<file path="config.mk">
export PLATFORM = sky130hd
export DESIGN_NAME = micro_timer_sequencer_flat
export DESIGN_NICKNAME = d
export VERILOG_FILES = /design/src/rtl/micro_timer_sequencer_if.sv /design/src/rtl/micro_timer_sequencer.sv /design/src/flat_wrapper.sv
export SDC_FILE = /design/constraint.sdc
export NUM_CORES = 1
export LEC_CHECK = 0
export ABC_CLOCK_PERIOD_IN_PS = 5900
export CAP_MARGIN = 20
export CORE_ASPECT_RATIO = 1.75
export CORE_MARGIN = 5
export CORE_UTILIZATION = 30
export DETAILED_ROUTE_END_ITERATION = 12
export GPL_TIMING_DRIVEN = 0
export SYNTH_ARGS = -nofsm -noshare
export SYNTH_HDL_FRONTEND = slang
export SYNTH_SLANG_ARGS = --single-unit
</file>
<file path="constraint.sdc">
create_clock -name clock -period 5.9 [get_ports clock]
set_input_delay 1.18 -clock clock [delete_from_list [all_inputs] [get_ports clock]]
set_output_delay 1.18 -clock clock [all_outputs]
set_load 0.01 [all_outputs]
</file>
<file path="src/rtl/micro_timer_sequencer_if.sv">
// Microword fetch bus between the sequencer and its external program ROM.
// No valid/ready: the ROM is combinational, so rom_data must reflect rom_addr within the same cycle.
interface micro_timer_sequencer_if #(
  parameter int ADDR_W = 4,
  parameter int WORD_W = 18
);
  logic [ADDR_W-1:0] rom_addr;
  logic [WORD_W-1:0] rom_data;

  modport master (output rom_addr, input rom_data);
  modport slave  (input rom_addr, output rom_data);
endinterface

</file>
<file path="src/rtl/micro_timer_sequencer.sv">
// Microcoded LED/lamp sequencer: jump, branch on latched requests, call/return stack
// and a prescaled delay timer driven from an external combinational ROM.
module micro_timer_sequencer #(
  parameter int OUT_W       = 4,
  parameter int ADDR_W      = 4,
  parameter int CONST_W     = 8,
  parameter int PRESCALE    = 19,
  parameter int IN_W        = 4,
  parameter int STACK_DEPTH = 4
) (
  input  logic                    clock,
  input  logic                    reset_n,
  micro_timer_sequencer_if.master rom,
  input  logic [IN_W-1:0]         req,
  output logic [OUT_W-1:0]        out,
  output logic [IN_W-1:0]         pending,
  output logic                    waiting,
  output logic                    err
);
  localparam int WORD_W = OUT_W + 6 + CONST_W;
  localparam int CNT_W  = CONST_W + PRESCALE;
  localparam int SP_W   = $clog2(STACK_DEPTH + 1);

  typedef enum logic [2:0] {
    OP_NEXT = 3'd0, OP_JUMP = 3'd1, OP_WAIT = 3'd2, OP_BRIN = 3'd3,
    OP_CALL = 3'd4, OP_RET  = 3'd5, OP_HALT = 3'd6, OP_RSVD = 3'd7
  } op_t;

  typedef enum logic {ST_RUN = 1'b0, ST_WAIT = 1'b1} state_t;

  state_t            state, state_n;
  logic [ADDR_W-1:0] pc, pc_n, pc_inc, target, stack_top;
  logic [CNT_W-1:0]  cnt, cnt_n, wait_val;
  logic [SP_W-1:0]   sp, sp_n;
  logic [ADDR_W-1:0] stack [STACK_DEPTH];
  logic              push, err_set;
  logic [IN_W-1:0]   sync1, sync2, sync3, rise, clr;

  logic [OUT_W-1:0]   w_out;
  op_t                w_op;
  logic [2:0]         w_cond;
  logic [CONST_W-1:0] w_arg;

  assign w_out  = rom.rom_data[WORD_W-1 -: OUT_W];
  assign w_op   = op_t'(rom.rom_data[CONST_W+5 -: 3]);
  assign w_cond = rom.rom_data[CONST_W+2 -: 3];
  assign w_arg  = rom.rom_data[CONST_W-1:0];

  assign target   = w_arg[ADDR_W-1:0];
  assign pc_inc   = pc + ADDR_W'(1);
  assign wait_val = CNT_W'(w_arg) << PRESCALE;
  assign rise     = sync2 & ~sync3;

  assign rom.rom_addr = pc;
  assign waiting      = (state == ST_WAIT);

  always_comb begin
    stack_top = '0;
    for (int i = 0; i < STACK_DEPTH; i++)
      if (sp == SP_W'(i + 1)) stack_top = stack[i];
  end

  always_comb begin
    state_n = state;
    pc_n    = pc;
    cnt_n   = cnt;
    sp_n    = sp;
    push    = 1'b0;
    err_set = 1'b0;
    clr     = '0;
    case (state)
      ST_WAIT: begin
        cnt_n = cnt - CNT_W'(1);
        if (cnt == CNT_W'(1)) begin
          state_n = ST_RUN;
          pc_n    = pc_inc;
        end
      end
      default: begin
        case (w_op)
          OP_JUMP: pc_n = target;
          OP_WAIT: begin
            if (wait_val == '0) begin
              pc_n = pc_inc;
            end else begin
              cnt_n   = wait_val;
              state_n = ST_WAIT;
            end
          end
          OP_BRIN: begin
            pc_n = pc_inc;
            // cond values at or above IN_W never match, so they fall through
            for (int i = 0; i < IN_W; i++) begin
              if (w_cond == 3'(i) && pending[i]) begin
                pc_n   = target;
                clr[i] = 1'b1;
              end
            end
          end
          OP_CALL: begin
            if (sp < SP_W'(STACK_DEPTH)) begin
              push = 1'b1;
              sp_n = sp + SP_W'(1);
              pc_n = target;
            end else begin
              err_set = 1'b1;
              pc_n    = pc_inc;
            end
          end
          OP_RET: begin
            if (sp != '0) begin
              pc_n = stack_top;
              sp_n = sp - SP_W'(1);
            end else begin
              err_set = 1'b1;
              pc_n    = '0;
            end
          end
          OP_HALT: pc_n = pc;
          default: pc_n = pc_inc;
        endcase
      end
    endcase
  end

  always_ff @(posedge clock or negedge reset_n) begin
    if (!reset_n) begin
      state   <= ST_RUN;
      pc      <= '0;
      cnt     <= '0;
      sp      <= '0;
      out     <= '0;
      err     <= 1'b0;
      pending <= '0;
      sync1   <= '0;
      sync2   <= '0;
      sync3   <= '0;
      for (int i = 0; i < STACK_DEPTH; i++) stack[i] <= '0;
    end else begin
      state   <= state_n;
      pc      <= pc_n;
      cnt     <= cnt_n;
      sp      <= sp_n;
      out     <= w_out;
      err     <= err | err_set;
      sync1   <= req;
      sync2   <= sync1;
      sync3   <= sync2;
      // a fresh request edge outranks the branch consuming the same flag
      pending <= (pending & ~clr) | rise;
      for (int i = 0; i < STACK_DEPTH; i++)
        if (push && sp == SP_W'(i)) stack[i] <= pc_inc;
    end
  end
endmodule

</file>
<file path="src/flat_wrapper.sv">
// flat-port wrapper written by rule: the top's interface ports become plain ports
module micro_timer_sequencer_flat 
#(
  parameter int OUT_W       = 4,
  parameter int ADDR_W      = 4,
  parameter int CONST_W     = 8,
  parameter int PRESCALE    = 19,
  parameter int IN_W        = 4,
  parameter int STACK_DEPTH = 4
)
  (clock, reset_n, req, out, pending, waiting, err, rom_rom_addr, rom_rom_data);
  micro_timer_sequencer_if #(.ADDR_W(ADDR_W), .WORD_W((OUT_W + 6 + CONST_W))) rom_i ();
  input  logic clock;
  input  logic reset_n;
  input  logic [IN_W-1:0] req;
  output logic [OUT_W-1:0] out;
  output logic [IN_W-1:0] pending;
  output logic waiting;
  output logic err;
  output wire logic [$bits(rom_i.rom_addr)-1:0] rom_rom_addr;
  input wire logic [$bits(rom_i.rom_data)-1:0] rom_rom_data;
  assign rom_rom_addr = rom_i.rom_addr;
  assign rom_i.rom_data = rom_rom_data;
  micro_timer_sequencer #(.OUT_W(OUT_W), .ADDR_W(ADDR_W), .CONST_W(CONST_W), .PRESCALE(PRESCALE), .IN_W(IN_W), .STACK_DEPTH(STACK_DEPTH)) u_core (.clock(clock), .reset_n(reset_n), .rom(rom_i), .req(req), .out(out), .pending(pending), .waiting(waiting), .err(err));
endmodule
</file>
==> results.ini <==
[hold_path]
hp-class = flop to flop
worstHoldStart = u_core.sync1[0]

[clock_network]
cts_resized = 0
cts_tree = built
cts.reportedPaths.clkPinSlew_ns = 0.06
cts.sinks = 72
cts_buffers = 9
htreeDepth = 3
clock-root-buffer = clkbuf_16
cts.path.max_buffers = 2
insertion_delay_ns = 0.33
hold_buffers = 0
cts_setup_buffers = 0

[logic_synthesis]
synth-async-reset-ratio_pct = 100
yosysTopAreaCellShare_pct = 50.5
synth_area_um2 = 3560
yosys-top-cells-area = dfrtp_1 51%, o21ai_0 3.9%, mux2_2 3.8%, nand2_1 3.5%, ha_1 3.2%
synth_edf_count = 0
ys.flop_type = dfrtp_1
yosysWarnings = 0
yosys_register_bits = 72
synth_top_cell_by_area = dfrtp_1
ys_seq_area_share_pct = 50.5
yosys.cell_types.count = 60
synth_fp_nets = 373
synth_cells = 340
avgSynthCellArea_um2 = 10.5

[critical_path]
critPathSlowestCell = clkdlybuf4s50_1
worstPathRequired_ns = 6.11
crit_fanout = 7
crit_chain = clkdlybuf4s50_1, nand2b_1, or3b_1, a21o_1, a221o_1, a221o_1
endpoint_kind = flop
crit_type = input port to flop
startpoint = rom_rom_data[13]
crit_path_frequent_cell = a221o_1
cp.arrival_ns = 3.36
startpoint_type = input port
cpPeakStageDelay_ns = 0.53
r2r_start = u_core.cnt[7]

[final_layout]
area_delta_synth_final_pct = 23.9
finalNetCount = 421
num_antenna_cells = 0
multi_input_area_um2 = 1640
fin_util_pct = 37.9
instances_no_fill = 528
fill_cells = 1107
seq_area_um2 = 1800
fin_area_um2 = 4420
drive_above_1_share_pct = 10.7

[placed_design]
port_buffers = 36
gp_congestion = 0.873
place_inst = 512
dp_hpwl_mm = 6.59
dpl-instance-area_um2 = 4110

[routing]
via_count = 2831
via_per_inst = 5.36
ant_nets = 0
routed_wirelength_mm = 8.65
drc = 0
drt_pass1_iterations = 4
post_drt_wl_per_cell_um = 16.4
drt_iter0_drc = 116

[floorplan]
die_area_um2 = 14200
initial_core_util_pct = 30.6
dieWidth_um = 92.4
std_cell_rows = 52
core_um2 = 11600
die_h_um = 154
ios = 38

[global_route]
grt_pass1_wl_mm = 14.3
grt-ovfl-total = 0
antenna_found_initial = 1
grt_util_all_layers_pct = 12.8
grt_max_degree = 40
grt_pass1_vias = 2969

[timing]
rsz0062_at_grt = no
setup_viol = 0
holdWs_ns = 0.348
max_freq_mhz = 317
max-slew-margin-rel_pct = 45.1
period_needed_ns = 3.16
worst_slew_pin_slew_ns = 0.816
skew_ns = 0.00537
hold_viol = 0
drv_slew = 0
finalCritPeriodShare_pct = 53.5
finalSetupTns_ns = 0

[pwr]
pwr-share-seq_pct = 41.2
irDropWorstVdd_mv = 0.139
intPower_mw = 1.19
power_frac_comb_pct = 29.1
p_leak_nw = 1.83
p_sw_share_pct = 35.4
pwr-share-clk_pct = 29.7
p_per_area_nw_per_um2 = 418
p_sw_uw = 654

[run]
maxCapViolCount = 0

[status]
status = finished clean

## cells in the mapped netlist (all sizes together), types with 3 or more instances
cell type	instances
dfrtp	72
nand2	33
o21ai	28
inv	18
nand3	14
nor2	14
mux2	12
a21oi	10
ha	9
nor3	9
nor4	9
clkbuf	8
a21o	7
a21boi	6
a22oi	6
xnor2	6
a221o	5
nand2b	5
nand3b	5
mux2i	4
nand4	4
o31ai	4
a211o	3
a211oi	3
a221oi	3
and2	3
buf	3
nor2b	3
o211ai	3
or4	3
## kinds of logic (layout without fill, tap and decap cells)
logic type	count (synthesis)	in the layout	share of synthesized area, %
AND/OR/NAND/NOR	111	111	17.4
AO/OA/AOI/OAI	93	93	18.0
flip-flops	72	72	50.5
buffers and inverters	30	83	3.37
multiplexers	17	17	5.55
adder cells (fa/ha/maj)	9	9	3.16
XOR/XNOR	8	8	1.97
## metrics by stage
step | power (mW) | worst slack [ns]
after floorplan | 1.11 | 3.05
after global placement | 1.28 | 1.04
after detailed placement | 1.31 | 2.40
after CTS | 1.87 | 2.76
after global routing | 1.97 | 2.70
final | 1.85 | 2.74
## area by class of cell
type / count / area share [%]
clock inverter: 7 / 1.81
clock buffer: 9 / 5.10
inverter: 19 / 1.61
multi-input combinational: 238 / 37.2
sequential: 72 / 40.8
buffer: 11 / 1.10
timing repair buffer: 37 / 8.56
tap: 135 / 3.82
## layout by cell type, fill, tap and decap left out, types with 6 or more instances in the layout
cell,instances
a21boi_0,6
a21o_1,6
a21oi_1,10
a22oi_1,6
clkbuf_1,8
clkbuf_16,9
clkdlybuf4s50_1,35
dfrtp_1,72
ha_1,9
inv_1,18
mux2_2,12
nand2_1,33
nand3_1,14
nor2_1,14
nor3_1,8
nor4_1,9
o21ai_0,28
xnor2_1,6
## sequential cells by signal, summed over array words and instances (netlist names)
register	flops
u_core.rom.rom_addr	4
u_core.sync3	4
u_core.stack	16
u_core.waiting	1
u_core.sp	3
u_core.err	1
u_core.pending	4
u_core.cnt	27
u_core.sync2	4
u_core.out	4
u_core.sync1	4
## power groups by stage
stage	combinational (mW)	sequential, mW	clock (mW)
after floorplan	0.374	0.735	0
after global placement	0.524	0.760	0
after detailed placement	0.543	0.765	0
after CTS	0.544	0.758	0.567
after global routing	0.599	0.782	0.591
final	0.537	0.761	0.548
## routing by layer
metal  wire [um]  track usage (%)  vias to the layer above
li1            -                -                     1350
met1        3080             12.6                     1371
met2        4700             23.3                       78
met3         443             3.31                       30
met4         415             8.29                        2
met5          11                0                        -
## critical path, delay by kind of cell
kind                   cells  cell delay (ns)
AND/OR/NAND/NOR            2             0.78
AO/OA/AOI/OAI              3             0.86
buffers and inverters      1             0.53
## worst paths after layout
kind	end	slack, ns	cells past startpoint
worst max-delay path	u_core.rom.rom_addr[2]	2.74	6
worst min-delay path	u_core.sync2[0]	0.35	0
worst max register to register	u_core.rom.rom_addr[2]	3.43	5
worst min register to register	u_core.sync2[0]	0.35	0
max in group asynchronous	u_core.stack[4]	4.54	2
min in group asynchronous	u_core.cnt[11]	0.80	1
Note: power is estimated with default switching activity, not from simulation.
